**src/rtl/conv_pkg.sv**
```systemverilog
// Shared constants and state encoding for the lane arbiter feeding the 8->32 byte packer.
package conv_pkg;

   localparam int BYTES_PER_WORD = 4;
   localparam int BYTE_CNT_W     = $clog2(BYTES_PER_WORD);
   localparam int WORD_CNT_W     = 4;

   typedef enum logic [1:0] {
      ST_IDLE  = 2'd0,
      ST_BURST = 2'd1,
      ST_GAP   = 2'd2
   } state_t;

endpackage

```
**src/rtl/arb_conv_8_32_rr_pick.sv**
```systemverilog
// Combinational round-robin picker: first requester strictly after ptr_i, wrapping around.
module rr_pick #(
   parameter int N = 4,
   parameter int W = 2
) (
   input  logic [N-1:0] req_i,
   input  logic [W-1:0] ptr_i,
   output logic [W-1:0] gnt_idx_o,
   output logic         any_req_o
);

   // Walk from the farthest candidate back to ptr_i+1 so the nearest requester wins.
   always_comb begin
      gnt_idx_o = '0;
      any_req_o = 1'b0;
      for (int k = N; k >= 1; k--) begin
         if (req_i[(int'(ptr_i) + k) % N]) begin
            gnt_idx_o = W'((int'(ptr_i) + k) % N);
            any_req_o = 1'b1;
         end
      end
   end

endmodule

```
**src/rtl/arb_conv_8_32.sv**
```systemverilog
// Round-robin sequencer: grants one lane for whole 4-byte words and forwards its bytes,
// with at least one idle cycle between words so the downstream packer realigns.
module arb_conv_8_32
   import conv_pkg::*;
#(
   parameter int N_LANES         = 4,
   parameter int LANE_W          = 2,
   parameter int WORDS_PER_GRANT = 1
) (
   input  logic                   clk,
   input  logic                   reset,
   input  logic [N_LANES-1:0]     valid_in,
   input  logic [8*N_LANES-1:0]   data_in,
   output logic [N_LANES-1:0]     ready_out,
   output logic                   valid_0,
   output logic [7:0]             data_out,
   output logic [LANE_W-1:0]      lane_out,
   output logic                   sop,
   output logic                   word_done,
   output logic                   abort,
   output logic [1:0]             dbg_state_o
);

   localparam logic [BYTE_CNT_W-1:0] LAST_BYTE = BYTE_CNT_W'(BYTES_PER_WORD - 1);
   localparam logic [WORD_CNT_W:0]   WPG_L     = (WORD_CNT_W + 1)'(WORDS_PER_GRANT);

   // Handshake: a byte moves when valid_in[k] & ready_out[k] at a rising edge; ready_out is
   // one-hot on the granted lane only while bursting, and sources hold their byte until taken.

   state_t                  state_q, state_d;
   logic [LANE_W-1:0]       gnt_q, gnt_d;
   logic [LANE_W-1:0]       ptr_q, ptr_d;
   logic [BYTE_CNT_W-1:0]   byte_cnt_q, byte_cnt_d;
   logic [WORD_CNT_W-1:0]   word_cnt_q, word_cnt_d;
   logic [N_LANES-1:0]      ready_q, ready_d;
   logic                    valid_q, valid_d;
   logic [7:0]              data_q, data_d;
   logic [LANE_W-1:0]       lane_q, lane_d;
   logic                    sop_q, sop_d;
   logic                    done_q, done_d;
   logic                    abort_q, abort_d;

   logic [LANE_W-1:0]       pick_idx;
   logic                    pick_any;
   logic                    cur_valid;
   logic [7:0]              cur_byte;
   logic [WORD_CNT_W:0]     words_next;

   rr_pick #(
      .N (N_LANES),
      .W (LANE_W)
   ) u_pick (
      .req_i     (valid_in),
      .ptr_i     (ptr_q),
      .gnt_idx_o (pick_idx),
      .any_req_o (pick_any)
   );

   assign cur_valid  = valid_in[gnt_q];
   assign cur_byte   = data_in[{gnt_q, 3'b000} +: 8];
   assign words_next = {1'b0, word_cnt_q} + (WORD_CNT_W + 1)'(1);

   always_comb begin
      state_d    = state_q;
      gnt_d      = gnt_q;
      ptr_d      = ptr_q;
      byte_cnt_d = byte_cnt_q;
      word_cnt_d = word_cnt_q;
      valid_d    = 1'b0;
      data_d     = data_q;
      lane_d     = lane_q;
      sop_d      = 1'b0;
      done_d     = 1'b0;
      abort_d    = 1'b0;

      case (state_q)
         ST_IDLE: begin
            if (pick_any) begin
               gnt_d      = pick_idx;
               ptr_d      = pick_idx;
               byte_cnt_d = '0;
               state_d    = ST_BURST;
            end
         end

         ST_BURST: begin
            if (cur_valid) begin
               valid_d    = 1'b1;
               data_d     = cur_byte;
               lane_d     = gnt_q;
               sop_d      = (byte_cnt_q == '0);
               done_d     = (byte_cnt_q == LAST_BYTE);
               byte_cnt_d = byte_cnt_q + BYTE_CNT_W'(1);
               if (byte_cnt_q == LAST_BYTE) begin
                  if (words_next < WPG_L) begin
                     word_cnt_d = words_next[WORD_CNT_W-1:0];
                     state_d    = ST_GAP;
                  end else begin
                     word_cnt_d = '0;
                     state_d    = ST_IDLE;
                  end
               end
            end else begin
               // Lane gave up mid-word: drop the partial word; ptr_q already points at it.
               abort_d    = 1'b1;
               byte_cnt_d = '0;
               word_cnt_d = '0;
               state_d    = ST_IDLE;
            end
         end

         ST_GAP: begin
            if (cur_valid) begin
               byte_cnt_d = '0;
               state_d    = ST_BURST;
            end else begin
               word_cnt_d = '0;
               state_d    = ST_IDLE;
            end
         end

         default: begin
            state_d = ST_IDLE;
         end
      endcase

      ready_d = '0;
      if (state_d == ST_BURST) begin
         ready_d[gnt_d] = 1'b1;
      end
   end

   always_ff @(posedge clk) begin
      if (reset) begin
         state_q    <= ST_IDLE;
         gnt_q      <= '0;
         ptr_q      <= LANE_W'(N_LANES - 1);
         byte_cnt_q <= '0;
         word_cnt_q <= '0;
         ready_q    <= '0;
         valid_q    <= 1'b0;
         data_q     <= '0;
         lane_q     <= '0;
         sop_q      <= 1'b0;
         done_q     <= 1'b0;
         abort_q    <= 1'b0;
      end else begin
         state_q    <= state_d;
         gnt_q      <= gnt_d;
         ptr_q      <= ptr_d;
         byte_cnt_q <= byte_cnt_d;
         word_cnt_q <= word_cnt_d;
         ready_q    <= ready_d;
         valid_q    <= valid_d;
         data_q     <= data_d;
         lane_q     <= lane_d;
         sop_q      <= sop_d;
         done_q     <= done_d;
         abort_q    <= abort_d;
      end
   end

   assign ready_out   = ready_q;
   assign valid_0     = valid_q;
   assign data_out    = data_q;
   assign lane_out    = lane_q;
   assign sop         = sop_q;
   assign word_done   = done_q;
   assign abort       = abort_q;
   assign dbg_state_o = state_q;

endmodule

```
**config.mk**
```make
export PLATFORM = sky130hd
export DESIGN_NAME = arb_conv_8_32
export DESIGN_NICKNAME = d
export VERILOG_FILES = /design/src/rtl/conv_pkg.sv /design/src/rtl/arb_conv_8_32_rr_pick.sv /design/src/rtl/arb_conv_8_32.sv
export SDC_FILE = /design/constraint.sdc
export NUM_CORES = 1
export LEC_CHECK = 0
export BUFFER_PORTS_ARGS = -buffer_cell sky130_fd_sc_hd__buf_2
export CAP_MARGIN = 20
export CORE_MARGIN = 3
export CORE_UTILIZATION = 54
export CTS_BUF_LIST = sky130_fd_sc_hd__clkbuf_4 sky130_fd_sc_hd__clkbuf_8
export DETAILED_ROUTE_END_ITERATION = 8
export PLACE_DENSITY = 0.95
export SLEW_MARGIN = 20
export SYNTH_ARGS = -nofsm -noshare
export SYNTH_HDL_FRONTEND = slang
export SYNTH_HIERARCHICAL = 1
export SYNTH_SLANG_ARGS = --single-unit
```
**constraint.sdc**
```tcl
create_clock -name clk -period 2.55 [get_ports clk]
set_input_delay 0.255 -clock clk [delete_from_list [all_inputs] [get_ports clk]]
set_output_delay 0.255 -clock clk [all_outputs]
set_load 0.02 [all_outputs]
```
==> out/results.txt <==
vias per cell - 5.49
CTS Buf Count - 5
fmax - 0.519 GHz
non-filler cells, final - 239
critical path class - flop to flop
Leak Pwr - 0.894 nW
first-pass GRT wire length - 5.35 mm
total gr overflow - 0
Clock Path Buffers - 2
top cell type's share of synthesized area - 38.4%
Max-slew headroom - 62.4%
total track usage - 20.6%
max-cap viol count - 0
Post-Syn Instances - 147
placed cells - 231
H-tree Lvls - 2
Arr. time, crit path - 2.14 ns
largest net degree at the start of global routing - 24
RSZ-0062 raised after global routing - false
Setup WS pre-CTS - 0.627 ns
CTS tree - done
Post-synth EDFFs - 0
Port Buffer Count - 57
Slew @ Worst Pin - 0.563 ns
ANT nets after route - 0
Area Growth Syn to Fin - 24.0%
DRT Wirelength - 3.32 mm
Nets - 253
count of different cell masters after synthesis - 41
postcts setup bufs - 0
DP Wirelength - 2.62 mm
final worst path period need - 1.93 ns
YS warnings - 6
Max FO, Critical Path - 10
final setup violation count - 0
Hold-fix buffers, CTS - 0
Die Span Y - 59.8 um
most frequent cell after synthesis - dfxtp_1
DRC violations left - 0
Synth Flop Type - dfxtp_1
setup TNS - 0 ns
mapped cell area - 1570 um^2
vias in the first global route - 1296
site row count - 18
commonest cells in the netlist - dfxtp_1, nor2_1, mux2i_1
CTS Root Cell - clkbuf_4
post-layout power - 1.22 mW
status - complete, no violations
CP required - 2.77 ns
Max rail drop VDD - 0.000533 V
Slew Viols, Final - 0
post-CTS sizing - 0
Final Hold Fails - 0
gpl congestion - 0.823
Fill cells - 188
Worst-Skew Late Latency - 0.33 ns
initial core utilization - 59.9%
full die area - 3580 um^2
share of cells above drive strength 1 - 41.6%
HP Class - input port to flop
initial antenna violation count - 0
Die Width - 59.8 um
synthesis-stage register bit count - 30
ANT cells - 0
CTS clk-pin slew, worst paths - 0.09 ns
Initial DRC Count - 40
CTS sink cnt - 30
IO Pins - 58
Core Box Area - 2610 um^2
period utilization - 75.5%
CP Capture Type - flop
dpl cell area - 1880 um^2
area leader, netlist - dfxtp_1
startpoint types - flop
sequential element share of the synthesized area - 38.4%
Via Count - 1312
cell area after layout - 1940 um^2
post-route setup slack - 0.624 ns
Avg Cell Area, Syn - 10.6 um^2
net count after synthesis - 192
drt pass-1 iters - 4
asr flop ratio synth - 0%
Avg WL per Cell - 13.9 um
skew final - 0.00700 ns
power density cells - 630 nW/um^2
top cells by area, synth - dfxtp_1, mux4_2, mux2i_1, ha_1, nor2_1
-- layout by cell type (no fill, tap or decap), types with 3 or more instances in the layout --
cell and count:
a21oi_1 6, buf_2 57, clkbuf_4 6, nor2b_1 3, nor2_1 18, mux2i_1 12, and2_1 8, dfxtp_1 30
mux4_2 9, nand2_1 3, inv_1 9, nand2b_1 5, ha_1 7
-- flip-flops by register name (all words and copies together) (netlist names) --
| signal | flops |
|---|---|
| data_out | 8 |
| ready_out | 4 |
| word_cnt_q | 4 |
| byte_cnt_q | 2 |
| dbg_state_o | 2 |
| gnt_q | 2 |
| lane_out | 2 |
| ptr_q | 2 |
| abort | 1 |
| sop | 1 |
| valid_0 | 1 |
| word_done | 1 |
-- final timing paths --
path	start	to	slack, ns	cells past startpoint
worst min-delay path	reset	data_out[4]	0.32	2
worst max register to register	dbg_state_o[1]	data_out[7]	0.62	6
worst min register to register	word_cnt_q[3]	word_cnt_q[3]	0.48	1
worst max-delay path	dbg_state_o[1]	data_out[7]	0.62	6
-- through the flow --
step           util, %  hold slack, ns
2_1_floorplan        -           0.430
3_3_place_gp      71.8           0.452
3_5_place_dp      71.8           0.465
4_1_cts           74.3           0.308
5_1_grt           74.3           0.322
6_report          74.3           0.318
-- power breakdown --
part           total, mW  internal [mW]  switching (mW)
Clock              0.306          0.144           0.162
Sequential         0.539          0.511          0.0284
Combinational      0.376          0.177           0.199
-- critical path, cell delays in order (launching register included) --
cell,delay [ns]
dfxtp_1,0.37
inv_1,0.10
ha_1,0.21
nor2b_1,0.26
a22o_1,0.55
mux2i_1,0.27
nor2_1,0.05
-- cells by family after synthesis --
logic type | after synthesis | synth area share, %
buf+inv | 14 | 3.84
simple gates | 53 | 18.8
flops | 30 | 38.4
fa+ha+maj | 7 | 5.60
mux | 23 | 22.1
compound gates | 20 | 11.4
-- layout make-up --
| cell class | count | area [um^2] | share of cell area [%] |
|---|---|---|---|
| clock buffers | 7 | 58.8 | 3.03 |
| clock inverters | 1 | 5.00 | 0.258 |
| inverters | 9 | 33.8 | 1.74 |
| multi-input cells | 103 | 905 | 46.6 |
| flip-flops and latches | 30 | 601 | 30.9 |
| well taps | 30 | 37.5 | 1.93 |
| repair buffers | 59 | 300 | 15.5 |
-- layer usage --
layer | up-vias | share of wire [%] | GRT usage (%)
met5 | - | 0 | 0
met4 | 0 | 1.6 | 8.54
met3 | 5 | 9.0 | 7.78
met2 | 53 | 49 | 34.7
met1 | 606 | 40 | 23.2
li1 | 648 | - | -
Note: power is estimated with default switching activity, not from simulation.
